[config.mk]
export PLATFORM = sky130hd
export DESIGN_NAME = noc_port_arbiter
export DESIGN_NICKNAME = d
export VERILOG_FILES = /design/src/rtl/noc_pkg.sv /design/src/rtl/noc_port_arbiter_rr_grant.sv /design/src/rtl/noc_port_arbiter.sv
export SDC_FILE = /design/constraint.sdc
export NUM_CORES = 1
export LEC_CHECK = 0
export CAP_MARGIN = 25
export CORE_ASPECT_RATIO = 1.5
export CORE_UTILIZATION = 39
export DETAILED_ROUTE_END_ITERATION = 10
export PLACE_DENSITY = 0.71
export SLEW_MARGIN = 20
export SYNTH_ARGS = -nofsm -noshare
export SYNTH_HDL_FRONTEND = slang
export SYNTH_SLANG_ARGS = --single-unit
export TNS_END_PERCENT = 5
[constraint.sdc]
create_clock -name clk -period 6.2 [get_ports clk]
set_input_delay 1.24 -clock clk [delete_from_list [all_inputs] [get_ports clk]]
set_output_delay 1.24 -clock clk [all_outputs]
set_load 0.02 [all_outputs]
[src/rtl/noc_pkg.sv]
// Shared NoC definitions: flit layout and identifier types.
// Arbiters and routers treat flits as opaque; field positions live here for the routing logic.
package noc_pkg;

    localparam int FLIT_W      = 11;
    localparam int TYPE_BIT    = 0;
    localparam int DEST_LSB    = 1;
    localparam int DEST_MSB    = 3;
    localparam int PAYLOAD_LSB = 4;

    typedef logic [FLIT_W-1:0] flit_t;
    typedef logic [2:0]        router_id_t;

    function automatic router_id_t flit_dest(input flit_t f);
        return f[DEST_MSB:DEST_LSB];
    endfunction

endpackage

[src/rtl/noc_port_arbiter_rr_grant.sv]
// Combinational round-robin grant: first requester at or after ptr, wrapping mod N.
// Shared by every router output port, so it holds no state of its own.
module rr_grant #(
    parameter int N = 3
) (
    input  logic [N-1:0]                      req,
    input  logic [((N > 1) ? $clog2(N) : 1)-1:0] ptr,
    input  logic                              enable,
    output logic [N-1:0]                      gnt,
    output logic [((N > 1) ? $clog2(N) : 1)-1:0] idx
);

    localparam int IW = (N > 1) ? $clog2(N) : 1;

    always_comb begin
        int  cand;
        logic hit;
        gnt  = '0;
        idx  = '0;
        hit  = 1'b0;
        cand = 0;
        for (int k = 0; k < N; k++) begin
            cand = (int'(ptr) + k) % N;
            if (enable && !hit && req[cand]) begin
                gnt[cand] = 1'b1;
                idx       = IW'(cand);
                hit       = 1'b1;
            end
        end
    end

endmodule

[src/rtl/noc_port_arbiter.sv]
// Round-robin arbiter sharing one NoC output link among N requesters,
// with a small output FIFO presented as valid/ready toward the link driver.
module noc_port_arbiter
    import noc_pkg::*;
#(
    parameter int N     = 3,
    parameter int WIDTH = FLIT_W,
    parameter int DEPTH = 2
) (
    input  logic                         clk,
    input  logic                         rst,
    input  logic [N-1:0]                 in_valid,
    input  logic [N*WIDTH-1:0]           in_data,
    output logic [N-1:0]                 in_ready,
    output logic                         out_valid,
    output logic [WIDTH-1:0]             out_data,
    input  logic                         out_ready,
    output logic [$clog2(N)-1:0]         last_grant,
    output logic [$clog2(DEPTH+1)-1:0]   fifo_count
);

    localparam int IW = $clog2(N);
    localparam int CW = $clog2(DEPTH + 1);
    localparam int PW = (DEPTH > 1) ? $clog2(DEPTH) : 1;

    logic [IW-1:0]    ptr;
    logic [CW-1:0]    count;
    logic [PW-1:0]    wr_ptr;
    logic [PW-1:0]    rd_ptr;
    logic [WIDTH-1:0] mem [DEPTH];

    logic [N-1:0]     gnt;
    logic [IW-1:0]    gidx;
    logic             full;
    logic             push;
    logic             pop;
    logic [WIDTH-1:0] wdata;

    function automatic logic [PW-1:0] next_slot(input logic [PW-1:0] p);
        return (p == PW'(DEPTH - 1)) ? '0 : p + PW'(1);
    endfunction

    // Fullness is judged on registered count only, so out_ready never reaches in_ready.
    assign full = (count == CW'(DEPTH));

    rr_grant #(.N(N)) u_rr_grant (
        .req    (in_valid),
        .ptr    (ptr),
        .enable (!full && !rst),
        .gnt    (gnt),
        .idx    (gidx)
    );

    assign in_ready   = gnt;
    assign push       = |gnt;
    assign pop        = out_valid && out_ready;
    assign wdata      = in_data[int'(gidx)*WIDTH +: WIDTH];
    assign out_valid  = (count != '0);
    assign out_data   = out_valid ? mem[rd_ptr] : '0;
    assign fifo_count = count;

    always_ff @(posedge clk or posedge rst) begin
        if (rst) begin
            ptr        <= '0;
            last_grant <= '0;
        end else if (push) begin
            ptr        <= (gidx == IW'(N - 1)) ? '0 : gidx + IW'(1);
            last_grant <= gidx;
        end
    end

    always_ff @(posedge clk or posedge rst) begin
        if (rst) begin
            count  <= '0;
            wr_ptr <= '0;
            rd_ptr <= '0;
        end else begin
            if (push) wr_ptr <= next_slot(wr_ptr);
            if (pop)  rd_ptr <= next_slot(rd_ptr);
            if (push && !pop)      count <= count + CW'(1);
            else if (pop && !push) count <= count - CW'(1);
        end
    end

    // Storage is not reset; an empty FIFO masks the head to zero instead.
    always_ff @(posedge clk) begin
        if (push) mem[wr_ptr] <= wdata;
    end

    for (genvar i = 0; i < N; i++) begin : g_contract
        a_hold : assert property (@(posedge clk) disable iff (rst)
            (in_valid[i] && !in_ready[i]) |=>
                (in_valid[i] && $stable(in_data[i*WIDTH +: WIDTH])));
    end

endmodule

======== After elaboration in Yosys (flattened, before gate mapping) ========
Memory sizes are Yosys's and may differ from the RTL's.
Index checks and enable logic that the tools add are counted.
operators by class
  muxes and demuxes ....................... 31
  multiply operators ...................... 1
  bitwise operators ....................... 2
  shifts and indexed selects .............. 1
  eq/ne operators ......................... 2
  add/sub/neg operators ................... 7
  $lt $le $gt $ge ......................... 6
  divide/modulo/power cells ............... 3
  reductions and logical operators ........ 21
operators by type and width
  operator                                                             count
  greater-or-equal comparator 32 x 1 -> 1 bit (second input constant)  3
  < comparator 32 x 4 -> 1 bit (second input constant)                 3
  remainder unit 32 x 3 -> 32 bit (second input constant)              2
  variable part select 33 x 7 -> 11 bit                                1
  remainder unit 3 x 3 -> 32 bit (second input constant)               1
  2-to-1 mux 1 bit                                                     15
  logical AND 1 bit                                                    12
  2-to-1 mux 2 bit                                                     6
  2-to-1 mux 11 bit                                                    1
  2-to-1 mux 3 bit                                                     3
  binary-select mux 1 bit (select 2 bit)                               3
  demux 1 bit (select 2 bit)                                           3
  logical NOT 1 bit                                                    6
  multiplier 2 x 4 -> 6 bit (second input constant)                    1
  OR 3 bit                                                             2
  adder 2 x 1 -> 2 bit (second input constant)                         2
  == test 2 bit (second input constant)                                2
  nonzero test 2 bit                                                   2
  adder 2 x 1 -> 3 bit (second input constant)                         1
  adder 2 x 2 -> 3 bit (second input constant)                         1
  OR reduction 3 bit                                                   1
  adder 1 bit (second input constant)                                  2
  subtractor 2 x 1 -> 2 bit (second input constant)                    1
word-level totals
  logic and storage cells ................. 80
  memories kept ........................... 1
  register bits ........................... 8
  output and inout port bits .............. 19
  input port bits ......................... 39
  RAM bits ................................ 22
memory list
  memory  depth  width  rd ports  clocked after Yosys merged registers in  wr ports  RTL line                source
  mem     2      11     1         0                                        1         noc_port_arbiter.sv:30  logic [WIDTH-1:0] mem [DEPTH];

======== Logic depth before layout (Yosys ltp) ========
Gate-level depths: netlist (run 1).
  depth after elaboration ................. 19
  mapped depth ............................ 14
  gate-level depth less buffers ........... 12

======== Hierarchy ========
A second synthesis (run 1) with hierarchy kept.
second synthesis, totals
  cells, all modules ...................... 153
  area, all modules ....................... 1,705.4 µm²
modules (own cells, without submodules)
  module            cells an instance  times used  seq. area each (µm²)  area each (µm²)
  noc_port_arbiter  116                1           860.8                 1,436.4
  rr_grant          37                 1           0.0                   269.0

======== Worst setup path before layout (run 1) ========
Ideal clock, no wire load.
  path type ............................... input-to-output
  from .................................... input port in_valid[1]
  to ...................................... output port in_ready[0]
  data arrival time ....................... 2.041 ns
  path slack .............................. 2.919 ns
  cell stages on the path ................. 5
  data required time ...................... 4.960 ns
  buffers on the path ..................... 0
  path through ............................ mux2_1 > a21oi_1 > nor2_1 > a32oi_1 > nand2_1
on the way
  longest elaborated chain between the ends .. 13
  elaborated cells on any way between the ends .. 23
  those cells by class .................... 14 x mux; 2 x bitwise; 7 x reduce/logical
RTL lines
  what                                                  RTL line                         source
  from (decl)                                           noc_port_arbiter.sv:12           input logic [N-1:0] in_valid,
  binary-select mux 1 bit (select 2 bit)                noc_port_arbiter_rr_grant.sv:24  if (enable && !hit && req[cand]) begin
  2-to-1 mux 1 bit (implied by the code) (2 in series)  noc_port_arbiter_rr_grant.sv:24
  logical AND 1 bit                                     noc_port_arbiter_rr_grant.sv:24
  2-to-1 mux 1 bit                                      noc_port_arbiter_rr_grant.sv:24
  logical NOT 1 bit                                     noc_port_arbiter_rr_grant.sv:24
  logical AND 1 bit (2 in series)                       noc_port_arbiter_rr_grant.sv:24
  2-to-1 mux 1 bit                                      noc_port_arbiter_rr_grant.sv:24
  logical NOT 1 bit                                     noc_port_arbiter_rr_grant.sv:24
  logical AND 1 bit (2 in series)                       noc_port_arbiter_rr_grant.sv:24
  2-to-1 mux 3 bit (*)                                  noc_port_arbiter_rr_grant.sv:24
  to (decl)                                             noc_port_arbiter.sv:14           output logic [N-1:0] in_ready,
Mark *: on every way between the ends. The rest lies on a longest branch, timed or not. The select of a mux whose other input is x is not followed.

======== Final worst setup path (run 1) ========
  from .................................... input port in_valid[0]
  to ...................................... output port in_ready[0]
Same word-level chain as after synthesis.

==> implementation parameters, run 1 <==
Parameter                              Value

Flow run
  Max Cap Violations    0

Clocking
  Htree depth    2
  Clock latency reported for the late side of the worst-skew pair    between 200 and 300 ps
  Clock slew at reported path FFs    60 ps
  Post-CTS setup buffer count    0
  Root buffer cell    sky130_fd_sc_hd__clkbuf_8
  Max Root-Sink Buffers    2
  Resize count post-CTS    0
  TritonCTS clock tree    yes
  Number of sinks on the clock net    30
  Total CTS buffers    5
  CTS Hold Bufs    0

Yosys
  Synth Net Count    194
  Number of distinct library cell variants in the gate-level netlist after synthesis    34
  Yosys reg bits    30
  Cell accounting for the most synthesized area    sky130_fd_sc_hd__edfxtp_1
  Avg Synthesized Cell Area    12.6 µm²
  Synth Cell Area    1880 µm²
  Share of synthesized flip-flops with an asynchronous set or reset    26.7%
  Cells after Synth    150
  YS warnings    0
  Commonest cells in the netlist    sky130_fd_sc_hd__edfxtp_1 (22), sky130_fd_sc_hd__mux2_4 (20), sky130_fd_sc_hd__nor2_1 (18), sky130_fd_sc_hd__mux2i_1 (14)
  Dominant cell by count in the synthesized netlist    sky130_fd_sc_hd__edfxtp_1
  Post-synth EDFFs    22
  Proportion of netlist area held by the largest area contributor    approximately a third
  Part of the Yosys area used for sequential elements    a little under half
  Top flip-flop cell by instance count after synthesis    sky130_fd_sc_hd__edfxtp_1
  Top cells by area, synth    sky130_fd_sc_hd__edfxtp_1 (35%), sky130_fd_sc_hd__mux2_4 (16%), sky130_fd_sc_hd__dfrtp_1 (11%)

Pwr
  Max rail drop VDD    0.247 mV
  Pwr Density    504 nW/µm²
  Switching share of total power    37.9%
  Combinational power share    55.4%
  Int Pwr    0.000813 W
  Leakage    1.09 nW
  Proportion of power drawn by flip-flops and latches    between 30% and 40%
  Net Switching    roughly 0.00050 W
  Proportion of power drawn by the clock network    14.5%
  Pwr Total    0.00131 W

Die
  Starting utilization of the core area    41.1%
  Placeable core area    4580 µm²
  Placement row count    30
  Full die area    just over 5000 µm²
  # IOs    58
  Horizontal die dimension    slightly below 60 µm
  Vertical die dimension    87.1 µm

Timing
  Final sum of negative setup slack    0 ps
  Smallest hold slack    488 ps
  Period Utilization, post-route    72.8%
  Minimum clock period    4520 ps
  RSZ-0062 raised after global routing    false
  Headroom to the max-slew limit    37.2%
  Fin. Hold Viols    0
  Least-Margin Pin Slew    938 ps
  Fin. max-slew vios    0
  Post-route clock skew    9.88 ps
  Final setup violation count    0
  Maximum clock rate    about 220 MHz

Setup path
  Maximum single-stage delay on the critical path    around 600 ps
  Highest fanout seen on the critical path    4
  Worst Setup Start Kind    input pin
  CP required    4960 ps
  Class of the most critical setup path    in -> out
  WP data arrival    3280 ps
  Number of buffer and inverter instances along the worst setup path    2
  Capturing element type of the critical path    output pin
  Top cell family by delay on the critical path    buffers and inverters
  Sequence of cells on the critical path    clkdlybuf4s50_1 > mux2i_1 > o22ai_1 > nor3b_1 > nand2_1 > nand2_1 > clkdlybuf4s50_1
  Highest-delay cell along the critical path    sky130_fd_sc_hd__clkdlybuf4s50_1

GRT
  Antenna violations before repair    0
  Via count of the first global-routing pass    between 1000 and 1500
  Gr ovfl total    0
  Maximum number of pins on one net before global-route repair    14
  First-pass GRT wire length    between 6000 and 7000 µm
  Global-route total usage across every layer    ~17%

Place
  Gpl congestion    0.802
  Count of input and output buffers    57
  HPWL after DPL    approximately 3100 µm

Detailed routing
  First-pass DRT Iterations    4
  Wire length reported by the detailed router    ~4100 µm
  Post-detailed-route via-to-cell ratio    4.99
  Drc violations    0
  Vias after detailed routing    between 1000 and 1500
  Starting DRT DRC Count    57
  Post-route antenna net violation count    0
  Routed length per placed instance    15.0 µm

Hold path
  Hold/Removal Path Class    reg -> reg

Cells and area
  Area Growth Syn to Fin    38.0%
  Storage cell area    861 µm²
  Number of nets at the end of the flow    approximately 250
  Area of the multi-input gates    935 µm²
  Fraction of final layout cells with drive strength greater than 1    17.7%
  Filler instances    410
  Ant diodes    0

Run status
  Run status    complete, no violations
[worst paths after layout]
| path | startpoint | to | slack [ps] | cells past startpoint |
|---|---|---|---|---|
| max in group asynchronous | rst | rd_ptr | 4710 | 2 |
| worst max-delay path | in_valid[0] | in_ready[0] | 1680 | 7 |
| worst max register to register | ptr[1] | mem[0][1] | 2860 | 8 |
| min in group asynchronous | rst | ptr[0] | 1260 | 2 |
| worst min-delay path | wr_ptr | wr_ptr | 490 | 1 |
| worst min register to register | wr_ptr | wr_ptr | 490 | 1 |
[per-layer routing]
layer / GRT usage, % / routed length [µm] / up-vias
met5: 0 / 0 / -
met4: 5.63 / 55 / 0
met3: 4.31 / 248 / 6
met2: 33.4 / 2230 / 48
met1: 17.9 / 1550 / 655
li1: - / - / 652
[flip-flops by register name, summed over array words and instances (netlist names)]
register / cells
rd_ptr: 1
fifo_count: 2
wr_ptr: 1
mem: 22
ptr: 2
last_grant: 2
[cells in the final DEF (no fill, tap or decap), types with 2 or more instances in the layout]
| master | instances |
|---|---|
| sky130_fd_sc_hd__nor3b_1 | 2 |
| sky130_fd_sc_hd__a21o_1 | 2 |
| sky130_fd_sc_hd__ha_1 | 5 |
| sky130_fd_sc_hd__and3_1 | 2 |
| sky130_fd_sc_hd__nand2b_1 | 2 |
| sky130_fd_sc_hd__inv_2 | 2 |
| sky130_fd_sc_hd__xor2_1 | 2 |
| sky130_fd_sc_hd__clkinv_2 | 2 |
| sky130_fd_sc_hd__mux2_4 | 20 |
| sky130_fd_sc_hd__nor2b_1 | 2 |
| sky130_fd_sc_hd__xnor2_1 | 3 |
| sky130_fd_sc_hd__mux2_1 | 4 |
| sky130_fd_sc_hd__nor2_1 | 18 |
| sky130_fd_sc_hd__nand2_1 | 8 |
| sky130_fd_sc_hd__a32oi_1 | 2 |
| sky130_fd_sc_hd__clkbuf_8 | 5 |
| sky130_fd_sc_hd__edfxtp_1 | 22 |
| sky130_fd_sc_hd__mux2i_1 | 14 |
| sky130_fd_sc_hd__inv_1 | 8 |
| sky130_fd_sc_hd__clkdlybuf4s50_1 | 57 |
| sky130_fd_sc_hd__a21oi_1 | 3 |
| sky130_fd_sc_hd__mux2_2 | 2 |
| sky130_fd_sc_hd__o21ai_0 | 3 |
| sky130_fd_sc_hd__dfrtp_1 | 8 |
[power by group through the flow]
stage | registers, W | logic [W] | clock network [W]
3_5_place_dp | 0.000399 | 0.000726 | 0
4_1_cts | 0.000396 | 0.000728 | 0.000195
3_3_place_gp | 0.000391 | 0.000708 | 0
5_1_grt | 0.000405 | 0.000790 | 0.000204
6_report | 0.000393 | 0.000726 | 0.000190
2_1_floorplan | 0.000384 | 0.000500 | 0
[kinds of logic (layout without fill, tap and decap cells)]
kind of cell | after synthesis | after routing | share of synthesized area [%]
XOR/XNOR | 5 | 5 | 2.32
buffers and inverters | 17 | 76 | 4.71
AO/OA/AOI/OAI | 15 | 15 | 6.44
flip-flops | 30 | 30 | 45.7
multiplexers | 41 | 41 | 28.2
adder cells (fa/ha/maj) | 5 | 5 | 3.32
AND/OR/NAND/NOR | 37 | 37 | 9.36
[through the flow]
step / instances / cell area [µm²] / worst slack (ps) / utilization (%)
after floorplan: 150 / 1880 / 2920 / -
after global placement: 264 / 2480 / 1780 / 54.2
after detailed placement: 264 / 2480 / 1680 / 54.2
after CTS: 272 / 2590 / 1680 / 56.6
after global routing: 273 / 2600 / 1480 / 56.8
final: 273 / 2600 / 1680 / 56.8
[final cells by class]
cell class / instances / share of cell area, %
sequential: 30 / 33.1
clock inverter: 3 / 1.54
multi-input combinational: 103 / 35.9
inverter: 10 / 1.44
clock buffer: 5 / 2.65
timing repair buffer: 58 / 22.2
tap: 64 / 3.08
(Power assumes the default switching activity.)
==> run 2, diff against run 1 <==
--- a/config.mk
+++ b/config.mk
@@ -9,7 +9,7 @@
 export CORE_ASPECT_RATIO = 1.5
 export CORE_UTILIZATION = 39
 export DETAILED_ROUTE_END_ITERATION = 10
-export PLACE_DENSITY = 0.71
+export PLACE_DENSITY = 0.73
 export SLEW_MARGIN = 20
 export SYNTH_ARGS = -nofsm -noshare
 export SYNTH_HDL_FRONTEND = slang
==> constraint.sdc (replaced) <==
create_clock -name clk -period 4.1 [get_ports clk]
set_input_delay 0.82 -clock clk [delete_from_list [all_inputs] [get_ports clk]]
set_output_delay 0.82 -clock clk [all_outputs]
set_load 0.02 [all_outputs]
==> run 2 against run 1 <==
  * Sequential power grew 50%
  * Worst hold slack better by 12 ps
  * Clock skew decreased by 4.2 ps
  * Wire length is 2.7% lower
  * Sequential share of layout area up 0.16 points
  * Worst setup slack worse by 1200 ps
  * Non-clock buffer count grew 2
  * Die area stayed put
  * Power is 46% higher
  * Sequential cell count did not move
  * Clock-buffer cell count is 1 higher
  * Largest power group unchanged
==> implementation parameters, run 2 (synthesis gave the netlist of run 1 again) <==
Parameter                              Value

Timing
  Final setup violation count    0 (unchanged)
  Least-Margin Pin Slew    861 ps (-76.8 ps)
  Minimum clock period    3670 ps
  Post-route clock skew    5.72 ps (-4.17 ps)
  Headroom to the max-slew limit    42.4% (+5.1 points)
  Fin. max-slew vios    0 (unchanged)
  Maximum clock rate    between 200 and 300 MHz
  Period Utilization, post-route    89.4%
  Fin. Hold Viols    0 (unchanged)
  RSZ-0062 raised after global routing    false
  Smallest hold slack    501 ps (+12.2 ps)
  Final sum of negative setup slack    0 ps (unchanged)

Hold path
  Hold/Removal Path Class    reg -> reg
  Worst Hold Path Cells    1 (unchanged)
  Start point of the worst min-delay path    wr_ptr
  WHS Endpoint    wr_ptr

Pwr
  Combinational power share    57.8% (+2.4 points)
  Net Switching    0.000741 W (+49%)
  Int Pwr    0.00117 W (+44%)
  Max rail drop VDD    0.299 mV (+21%)
  Switching share of total power    38.7% (+0.76 points)
  Proportion of power drawn by flip-flops and latches    30.9% (+0.9 points)
  Pwr Density    740 nW/µm² (+47%)
  Leakage    1.09 nW (-0.52%)
  Proportion of power drawn by the clock network    11.3% (-3.2 points)

Setup path
  Maximum single-stage delay on the critical path    600 ps (about the same)
  Worst reg2reg startpoint    ptr[1]
  Top cell family by delay on the critical path    buffers and inverters
  FF-to-FF path depth    9 (+1)
  CP required    3280 ps (-1680 ps)
  Capturing element type of the critical path    output pin
  Number of buffer and inverter instances along the worst setup path    2 (unchanged)
  Highest fanout seen on the critical path    4 (unchanged)
  Register-to-register setup slack    1060 ps (-1800 ps)
  Terminus of the critical flop-to-flop path    mem[1][0]
  Highest-delay cell along the critical path    sky130_fd_sc_hd__clkdlybuf4s50_1
  Sequence of cells on the critical path    clkdlybuf4s50_1 > mux2i_1 > o22ai_1 > nor3b_1 > nand2_1 > nand2_1 > clkdlybuf4s50_1
  Worst Setup Start Kind    input pin
  Class of the most critical setup path    in -> out
  WP data arrival    2850 ps (-430 ps)

Cells and area
  Most common library cell in the layout ignoring fill and taps    sky130_fd_sc_hd__clkdlybuf4s50_1
  Storage cell area    861 µm² (unchanged)
  Area Growth Syn to Fin    37.3%
  Largest Register    mem
  Number of nets at the end of the flow    254 (+0.79%)
  Final core area utilization    56.5% (-0.27 points)
  Count of placed standard cells in the final layout, fillers left out    275 (+0.73%)
  Commonest cells after routing, fill and taps aside    sky130_fd_sc_hd__clkdlybuf4s50_1 (57), sky130_fd_sc_hd__edfxtp_1 (22), sky130_fd_sc_hd__mux2_4 (20)
  Ant diodes    0 (unchanged)
  Max reg flops    22 (unchanged)
  Area of the multi-input gates    935 µm² (unchanged)
  Filler instances    398 (-2.9%)
  Fraction of final layout cells with drive strength greater than 1    17.5% (-0.17 points)
  Post-route standard cell area excluding fillers    2590 µm² (-0.48%)

Detailed routing
  Starting DRT DRC Count    51 (-11%)
  Routed length per placed instance    14.5 µm (-3.4%)
  Vias after detailed routing    1336 (-1.8%)
  Wire length reported by the detailed router    3980 µm (-2.7%)
  Post-route antenna net violation count    0 (unchanged)
  Post-detailed-route via-to-cell ratio    4.86 (-2.6%)
  First-pass DRT Iterations    4 (unchanged)
  Drc violations    0 (unchanged)

Place
  HPWL after DPL    3020 µm (-2.8%)
  Number of cells after detailed placement    267 (+1.1%)
  DP Area    2510 µm² (+0.91%)
  Count of input and output buffers    57 (unchanged)
  Gpl congestion    0.783 (-2.3%)

Die
  Vertical die dimension    87.1 µm (unchanged)
  Horizontal die dimension    58.8 µm (unchanged)
  Placeable core area    4580 µm² (unchanged)
  Starting utilization of the core area    41.1% (unchanged)
  # IOs    58 (unchanged)
  Full die area    5120 µm² (unchanged)
  Placement row count    30 (unchanged)

Clocking
  Total CTS buffers    5 (unchanged)
  Htree depth    2 (unchanged)
  Post-CTS setup buffer count    0 (unchanged)
  Clock latency reported for the late side of the worst-skew pair    280 ps (about the same)
  Root buffer cell    sky130_fd_sc_hd__clkbuf_8
  CTS Hold Bufs    0 (unchanged)
  Max Root-Sink Buffers    2 (unchanged)
  Resize count post-CTS    0 (unchanged)
  TritonCTS clock tree    yes
  Number of sinks on the clock net    30 (unchanged)
  Clock slew at reported path FFs    50 ps (about the same)

GRT
  Maximum number of pins on one net before global-route repair    13 (-1)
  Via count of the first global-routing pass    1400 (-3.4%)
  Antenna violations before repair    0 (unchanged)
  Global-route total usage across every layer    16.9% (-0.50 points)
  Gr ovfl total    0 (unchanged)
  First-pass GRT wire length    6320 µm (-4.9%)

Flow run
  Max Cap Violations    0 (unchanged)

Run status
  Run status    complete, no violations
## run 2: metrics by stage
step	power, W	setup slack, ps
finish	0.00192	435
global route	0.00204	281
CTS	0.00193	425
detailed placement	0.00171	429
global placement	0.00169	498
floorplan	0.00134	1350
## run 2: final cells by class
| type | count | share of cell area [%] |
|---|---|---|
| inverter | 10 | 1.45 |
| sequential | 30 | 33.3 |
| clock buffer | 6 | 2.80 |
| clock inverter | 2 | 0.338 |
| timing repair buffer | 60 | 22.9 |
| tap | 64 | 3.09 |
| multi-input combinational | 103 | 36.1 |
## run 2: worst max-delay path by stage
stage                           start     endpoint  slack [ps]  depth (start not counted)
after floorplan                ptr[0]    mem[1][0]        1350                          9
after global placement    in_valid[0]  in_ready[1]         500                          7
after detailed placement  in_valid[0]  in_ready[1]         430                          7
after CTS                 in_valid[0]  in_ready[1]         430                          7
after global routing      in_valid[0]  in_ready[1]         280                          7
final                     in_valid[0]  in_ready[1]         430                          7
## run 2: per-layer routing
metal / routed length [µm] / up-vias / track usage (%)
li1: - / 656 / -
met1: 1570 / 622 / 17.4
met5: 0 / - / 0
met3: 230 / 12 / 4.75
met4: 112 / 0 / 8.44
met2: 2070 / 46 / 30.6
## run 2: power groups by stage
stage | registers (W) | clock network (W) | logic [W]
after floorplan | 0.000580 | 0 | 0.000757
after global placement | 0.000590 | 0 | 0.00110
after detailed placement | 0.000600 | 0 | 0.00111
after CTS | 0.000595 | 0.000222 | 0.00112
after global routing | 0.000606 | 0.000242 | 0.00119
final | 0.000591 | 0.000216 | 0.00111
